$ cat src/rtl/ibex_pkg.sv
// Shared types and constants for the register-file write-back controller.
package ibex_pkg;

  localparam int unsigned RegAddrWidth  = 5;
  localparam int unsigned RfWbDataWidth = 32;
  localparam int unsigned RfWbFifoDepth = 2;
  localparam int unsigned RfWbPtrWidth  = $clog2(RfWbFifoDepth);
  localparam int unsigned RfWbCntWidth  = $clog2(RfWbFifoDepth + 1);

  typedef struct packed {
    logic [RegAddrWidth-1:0]  addr;
    logic [RfWbDataWidth-1:0] data;
  } rf_wb_entry_t;

endpackage

$ cat src/rtl/ibex_rf_wb_fifo.sv
// Small load-return FIFO; each slot carries a live bit that can be cleared in place
// so a stale entry drains without producing a write.
module ibex_rf_wb_fifo
  import ibex_pkg::*;
#(
  parameter type entry_t = rf_wb_entry_t
) (
  input  logic                     clk_int,
  input  logic                     rst_ni,
  input  logic                     push_i,
  input  entry_t                   push_entry_i,
  input  logic                     pop_i,
  input  logic [RfWbFifoDepth-1:0] kill_i,
  output entry_t                   entries_o [RfWbFifoDepth],
  output logic [RfWbFifoDepth-1:0] valid_o,
  output logic [RfWbPtrWidth-1:0]  head_o,
  output logic                     empty_o,
  output logic                     full_o
);

  entry_t                   mem_q [RfWbFifoDepth];
  logic [RfWbFifoDepth-1:0] valid_q, valid_d;
  logic [RfWbPtrWidth-1:0]  head_q, tail_q;
  logic [RfWbCntWidth-1:0]  count_q, count_d;

  function automatic logic [RfWbPtrWidth-1:0] next_ptr(input logic [RfWbPtrWidth-1:0] p);
    return (p == RfWbPtrWidth'(RfWbFifoDepth - 1)) ? '0 : p + 1'b1;
  endfunction

  always_comb begin
    valid_d = valid_q & ~kill_i;
    if (pop_i) valid_d[head_q] = 1'b0;
    if (push_i) valid_d[tail_q] = 1'b1;
    count_d = count_q;
    if (push_i && !pop_i) begin
      count_d = count_q + 1'b1;
    end else if (pop_i && !push_i) begin
      count_d = count_q - 1'b1;
    end
  end

  always_ff @(posedge clk_int or negedge rst_ni) begin
    if (!rst_ni) begin
      valid_q <= '0;
      head_q  <= '0;
      tail_q  <= '0;
      count_q <= '0;
    end else begin
      valid_q <= valid_d;
      count_q <= count_d;
      if (pop_i) head_q <= next_ptr(head_q);
      if (push_i) tail_q <= next_ptr(tail_q);
    end
  end

  // Payload needs no reset: a slot is only observed through its live bit.
  always_ff @(posedge clk_int) begin
    if (push_i) mem_q[tail_q] <= push_entry_i;
  end

  assign entries_o = mem_q;
  assign valid_o   = valid_q;
  assign head_o    = head_q;
  assign empty_o   = (count_q == '0);
  assign full_o    = (count_q == RfWbCntWidth'(RfWbFifoDepth));

endmodule

$ cat src/rtl/ibex_rf_wb_ctrl.sv
// Register-file write-port arbiter between EX results and load returns, with
// load buffering, stale-load squashing and read-after-write forwarding.
module ibex_rf_wb_ctrl
  import ibex_pkg::*;
#(
  parameter bit                   RV32E       = 1'b0,
  parameter int unsigned          DataWidth   = 32,
  parameter logic [DataWidth-1:0] WordZeroVal = '0
) (
  input  logic                    clk_int,
  input  logic                    rst_ni,
  input  logic                    ex_we_i,
  input  logic [4:0]              ex_waddr_i,
  input  logic [DataWidth-1:0]    ex_wdata_i,
  input  logic                    lsu_valid_i,
  input  logic [4:0]              lsu_waddr_i,
  input  logic [DataWidth-1:0]    lsu_wdata_i,
  output logic                    lsu_ready_o,
  output logic                    we_a_o,
  output logic [4:0]              waddr_a_o,
  output logic [DataWidth-1:0]    wdata_a_o,
  input  logic [4:0]              raddr_a_i,
  input  logic [4:0]              raddr_b_i,
  output logic                    fwd_hit_a_o,
  output logic                    fwd_hit_b_o,
  output logic [DataWidth-1:0]    fwd_data_a_o,
  output logic [DataWidth-1:0]    fwd_data_b_o,
  output logic                    rd_stall_o
);

  localparam int unsigned AddrWidth = RV32E ? 4 : 5;
  localparam logic [RegAddrWidth-1:0] AddrMask = RegAddrWidth'((1 << AddrWidth) - 1);

  typedef struct packed {
    logic [RegAddrWidth-1:0] addr;
    logic [DataWidth-1:0]    data;
  } wb_entry_t;

  logic [RegAddrWidth-1:0] ex_addr, lsu_addr, ra_addr, rb_addr;
  logic                    ex_wr, lsu_nz, lsu_acc, bypass, push, pop, head_live, head_wr;

  wb_entry_t                fifo_entries [RfWbFifoDepth];
  wb_entry_t                push_entry;
  logic [RfWbFifoDepth-1:0] fifo_valid, kill, live;
  logic [RfWbPtrWidth-1:0]  fifo_head;
  logic                     fifo_empty, fifo_full;

  logic                    infl_valid_q;
  logic [RegAddrWidth-1:0] infl_addr_q;
  logic [DataWidth-1:0]    infl_data_q;

  // In RV32E the address MSB is ignored, so x16 aliases x0 and is dropped.
  assign ex_addr  = ex_waddr_i & AddrMask;
  assign lsu_addr = lsu_waddr_i & AddrMask;
  assign ra_addr  = raddr_a_i & AddrMask;
  assign rb_addr  = raddr_b_i & AddrMask;

  assign ex_wr  = ex_we_i && (ex_addr != '0);
  assign lsu_nz = (lsu_addr != '0);

  // A fresh EX result supersedes any buffered load to the same register.
  always_comb begin
    kill = '0;
    for (int unsigned i = 0; i < RfWbFifoDepth; i++) begin
      kill[i] = ex_wr && fifo_valid[i] && (fifo_entries[i].addr == ex_addr);
    end
  end

  assign live      = fifo_valid & ~kill;
  assign head_live = live[fifo_head];
  assign head_wr   = !ex_wr && head_live;
  // Dead head slots drain without a write.
  assign pop       = !fifo_empty && (head_wr || !head_live);

  assign lsu_ready_o = !fifo_full;
  assign lsu_acc     = lsu_valid_i && lsu_ready_o;
  assign bypass      = !ex_wr && fifo_empty && lsu_acc && lsu_nz;
  assign push        = lsu_acc && lsu_nz && !bypass && !(ex_wr && (lsu_addr == ex_addr));

  assign push_entry = '{addr: lsu_addr, data: lsu_wdata_i};

  ibex_rf_wb_fifo #(
    .entry_t(wb_entry_t)
  ) u_fifo (
    .clk_int     (clk_int),
    .rst_ni      (rst_ni),
    .push_i      (push),
    .push_entry_i(push_entry),
    .pop_i       (pop),
    .kill_i      (kill),
    .entries_o   (fifo_entries),
    .valid_o     (fifo_valid),
    .head_o      (fifo_head),
    .empty_o     (fifo_empty),
    .full_o      (fifo_full)
  );

  always_comb begin
    we_a_o    = 1'b0;
    waddr_a_o = '0;
    wdata_a_o = '0;
    if (ex_wr) begin
      we_a_o    = 1'b1;
      waddr_a_o = ex_addr;
      wdata_a_o = ex_wdata_i;
    end else if (head_wr) begin
      we_a_o    = 1'b1;
      waddr_a_o = fifo_entries[fifo_head].addr;
      wdata_a_o = fifo_entries[fifo_head].data;
    end else if (bypass) begin
      we_a_o    = 1'b1;
      waddr_a_o = lsu_addr;
      wdata_a_o = lsu_wdata_i;
    end
  end

  // Covers the register file's one-cycle write latency.
  always_ff @(posedge clk_int or negedge rst_ni) begin
    if (!rst_ni) begin
      infl_valid_q <= 1'b0;
      infl_addr_q  <= '0;
      infl_data_q  <= '0;
    end else begin
      infl_valid_q <= we_a_o;
      infl_addr_q  <= waddr_a_o;
      infl_data_q  <= wdata_a_o;
    end
  end

  always_comb begin
    fwd_hit_a_o  = 1'b0;
    fwd_data_a_o = WordZeroVal;
    if (ra_addr != '0) begin
      if (we_a_o && (waddr_a_o == ra_addr)) begin
        fwd_hit_a_o  = 1'b1;
        fwd_data_a_o = wdata_a_o;
      end else if (infl_valid_q && (infl_addr_q == ra_addr)) begin
        fwd_hit_a_o  = 1'b1;
        fwd_data_a_o = infl_data_q;
      end
    end
  end

  always_comb begin
    fwd_hit_b_o  = 1'b0;
    fwd_data_b_o = WordZeroVal;
    if (rb_addr != '0) begin
      if (we_a_o && (waddr_a_o == rb_addr)) begin
        fwd_hit_b_o  = 1'b1;
        fwd_data_b_o = wdata_a_o;
      end else if (infl_valid_q && (infl_addr_q == rb_addr)) begin
        fwd_hit_b_o  = 1'b1;
        fwd_data_b_o = infl_data_q;
      end
    end
  end

  // The head being written this cycle is already covered by forwarding.
  always_comb begin
    rd_stall_o = 1'b0;
    for (int unsigned i = 0; i < RfWbFifoDepth; i++) begin
      if (live[i] && !(head_wr && (fifo_head == RfWbPtrWidth'(i)))) begin
        if (((ra_addr != '0) && (ra_addr == fifo_entries[i].addr)) ||
            ((rb_addr != '0) && (rb_addr == fifo_entries[i].addr))) begin
          rd_stall_o = 1'b1;
        end
      end
    end
  end

endmodule

$ cat config.mk
export PLATFORM = sky130hd
export DESIGN_NAME = ibex_rf_wb_ctrl
export DESIGN_NICKNAME = d
export VERILOG_FILES = /design/src/rtl/ibex_pkg.sv /design/src/rtl/ibex_rf_wb_fifo.sv /design/src/rtl/ibex_rf_wb_ctrl.sv
export SDC_FILE = /design/constraint.sdc
export NUM_CORES = 1
export LEC_CHECK = 0
export CAP_MARGIN = 20
export CORE_UTILIZATION = 58
export DETAILED_ROUTE_END_ITERATION = 7
export DONT_BUFFER_PORTS = 1
export GPL_ROUTABILITY_DRIVEN = 0
export PLACE_DENSITY = 0.74
export SLEW_MARGIN = 20
export SYNTH_ARGS = -nofsm -noshare
export SYNTH_HDL_FRONTEND = slang
export SYNTH_SLANG_ARGS = --single-unit
$ cat constraint.sdc
create_clock -name clk_int -period 5.3 [get_ports clk_int]
set_clock_uncertainty 0.05 [all_clocks]
set_input_delay 0.53 -clock clk_int [delete_from_list [all_inputs] [get_ports clk_int]]
set_output_delay 0.53 -clock clk_int [all_outputs]
set_load 0.01 [all_outputs]
==> summary.txt <==
ys flop type: edfxtp_1
synthesized area per cell: 9.75 µm²
Sw Pwr: 1430 µW
Worst Path Arrival: 4.13 ns
Bufs and invs on worst path: 1
Slew Limit Fails: 0
crit path time final: 4.71 ns
wire per inst: 23.2 µm
Comb power frac: 34.0%
Worst-Margin Slew: 1.02 ns
filler cell count: 912
Max-Cap Viols: 0
Root Buffer Master: clkbuf_16
DR vias/cell: 6.57
Inserted Diodes: 0
DR DRC count: 0
HPWL Detailed: 13100 µm
clk_lat worst skew: 0.41 ns
Syn Std Cell Area: 6880 µm²
Clock Power Share: 29.0%
CP top delay family: simple AND/OR/NAND/NOR gates
Leakage: 0.00298 µW
share of the synthesized area in the top cell type: 32.3%
Slew HR: 32.1%
Tot Pwr: 3810 µW
Peak VDD IR: 0.252 mV
met3 usage: 10.2%
iteration count of the initial detailed-routing pass: 5
share of cells above drive strength 1: 8.95%
DR vias: 5494
crit share post-route: 88.9%
hold crit path type: in2reg
GRT Resource Usage Total: 32.3%
commonest cells in the netlist: nand2_1, edfxtp_1, mux2i_1
critical path capture point type: output pin
P&R area growth vs syn: 9.95%
GRT Max-Usage Layer: met2
I/O pins: 194
initial antenna violation count: 0
worst path cell trace: xor2_1 -> nor3_1 -> a31oi_4 -> nor2_1 -> mux2i_1 -> xor2_1 -> nor4_4 -> buf_4 -> mux2i_1
Async SR Flop Fraction: 37.3%
Synth Instances: 705
CTS sink cnt: 118
switching share of total power: 37.6%
Nets: 769
largest net degree at the start of global routing: 45
final wirelength: 19400 µm
sequential share of power: 37.0%
CTS tree: built
TritonCTS buffer count: 17
Post-synth EDFFs: 74
CP max stage delay: 0.57 ns
met2 Use GR: 53.4%
first-pass GRT wire length: 30700 µm
clk slew on worst S/H paths: 0.06 ns
starting density of the core: 60.0%
Synth Net Count: 794
Initial DRC Count: 483
register area share after synthesis: 48.3%
Yosys reg bits: 118
final hold viol count: 0
post-synth top area cell: edfxtp_1
Critical Path Start Type: register
Fin Setup TNS: 0 ns
CP Data Required Time: 4.72 ns
maximum root-to-sink buffer count: 2
PD cells: 504 nW/µm²
RSZ-0062 raised after global routing: false
die width: 111 µm
Area contributors post-synth: edfxtp_1, dfrtp_1, mux2i_1
num rows: 39
Int Pwr: 2380 µW
CP Class: reg2out
most frequent cell after synthesis: nand2_1
Max Fclk: 212 MHz
Core Area: 11500 µm²
met1 Resource Use GR: 41.2%
Fin Hold WS: 0.156 ns
distinct cell type count after synthesis: 59
vias in the first global route: 5587
Die Height: 111 µm
CP max FO: 21
status: finished clean
Ys Warns: 0
global route overflow: 0
PortBufs: 0
H-tree Lvls: 4
slowest stage cell, crit path: mux2i_1
Detail Route Antenna Nets: 0
Die ar.: 12300 µm²
Setup-failing EPs final: 0
[layer usage]
layer  vias up  wire [µm]
li1       2455          -
met1      2690       7740
met2       324       9450
met3        25       2030
met4         0        204
met5         -          0
[sequential cells by signal, summed over array words and instances (netlist names)]
register,count
u_fifo.head_o,1
infl_addr_q,5
u_fifo.tail_q,1
infl_valid_q,1
u_fifo.entries_o,74
u_fifo.valid_o,2
infl_data_q,32
u_fifo.count_q,2
[path summary, 6_finish.rpt]
check	end	cells past startpoint	from	slack, ns
max	fwd_data_a_o[3]	9	u_fifo.entries_o[73]	0.59
min	u_fifo.entries_o[46]	0	lsu_wdata_i[9]	0.16
max reg2reg	infl_data_q[28]	6	u_fifo.entries_o[73]	2.14
min reg2reg	u_fifo.count_q[1]	1	u_fifo.count_q[1]	0.49
max in group asynchronous	u_fifo.valid_o[1]	2	rst_ni	4.33
min in group asynchronous	infl_data_q[23]	2	rst_ni	0.63
[stage by stage]
step                      setup slack [ns]  std cells  util, %  cell area (µm²)
after detailed placement             0.758        802     60.7             6960
after global routing                 0.431        836     65.9             7560
after global placement               0.946        802     60.7             6960
final                                0.589        836     65.9             7560
after CTS                            0.588        836     65.9             7560
after floorplan                      0.936        705        -             6880
[worst reg2reg max path: stages, from the launching register on]
cell      delay, ns
edfxtp_1       0.50
xor2_1         0.20
nor3_1         0.51
a31o_1         0.37
and4_2         0.75
nand2_1        0.13
a21oi_1        0.49
[cell usage in the layout (no fill, tap or decap), types with 2 or more instances in the layout]
| cell | instances |
|---|---|
| o31ai_1 | 2 |
| xnor2_1 | 24 |
| edfxtp_1 | 74 |
| a21oi_1 | 31 |
| clkinv_2 | 5 |
| a22oi_1 | 2 |
| clkbuf_16 | 17 |
| o21ai_0 | 17 |
| mux2i_1 | 68 |
| nand3b_1 | 2 |
| and2_1 | 2 |
| a221oi_1 | 32 |
| and4_2 | 2 |
| nor2b_1 | 3 |
| buf_4 | 13 |
| bufinv_16 | 2 |
| dfrtp_1 | 44 |
| nand2_1 | 174 |
| xor2_1 | 31 |
| nand3_1 | 9 |
| nor4_4 | 2 |
| o22ai_1 | 3 |
| nor2_1 | 46 |
| nor4_1 | 6 |
| inv_6 | 2 |
| nand4_1 | 4 |
| nand2b_1 | 2 |
| inv_1 | 11 |
| or3_1 | 2 |
| clkinv_4 | 3 |
| clkbuf_1 | 3 |
| a222oi_1 | 2 |
| a21o_1 | 4 |
| a21oi_4 | 3 |
| nor3_1 | 11 |
| a31oi_1 | 4 |
| a211oi_1 | 2 |
[what timing repair did]
item / in CTS / in global routing
hold buffers: 2 / 0
setup buffers: 0 / 0
gates resized for setup: 0 / 0
endpoints found under the hold margin: 44 / 0
[kinds of logic (layout without fill, tap and decap cells)]
| logic type | count (synthesis) | count (layout) | synth area share [%] |
|---|---|---|---|
| AND/OR/NAND/NOR | 270 | 270 | 16.8 |
| AO/OA/AOI/OAI | 121 | 121 | 12.8 |
| flip-flops | 118 | 118 | 48.3 |
| multiplexers | 70 | 70 | 10.4 |
| buffers and inverters | 70 | 58 | 4.50 |
| XOR/XNOR | 55 | 55 | 7.01 |
| adder cells (fa/ha/maj) | 1 | 1 | 0.182 |
[layout make-up]
class / count / area [µm²] / area share, %
clock inverters: 12 / 129 / 1.70
multi-input cells: 517 / 3320 / 43.9
repair buffers: 15 / 135 / 1.79
flip-flops and latches: 118 / 3320 / 44.0
inverters: 11 / 41.3 / 0.546
well taps: 143 / 179 / 2.37
clock buffers: 20 / 437 / 5.78
[power groups by stage]
stage / Sequential [µW] / Clock (µW) / Combinational, µW
floorplan: 1370 / 0 / 1030
detailed placement: 1420 / 0 / 1270
global route: 1430 / 1160 / 1410
finish: 1410 / 1110 / 1300
global placement: 1410 / 0 / 1230
CTS: 1410 / 1110 / 1290
(Power assumes the default switching activity.)
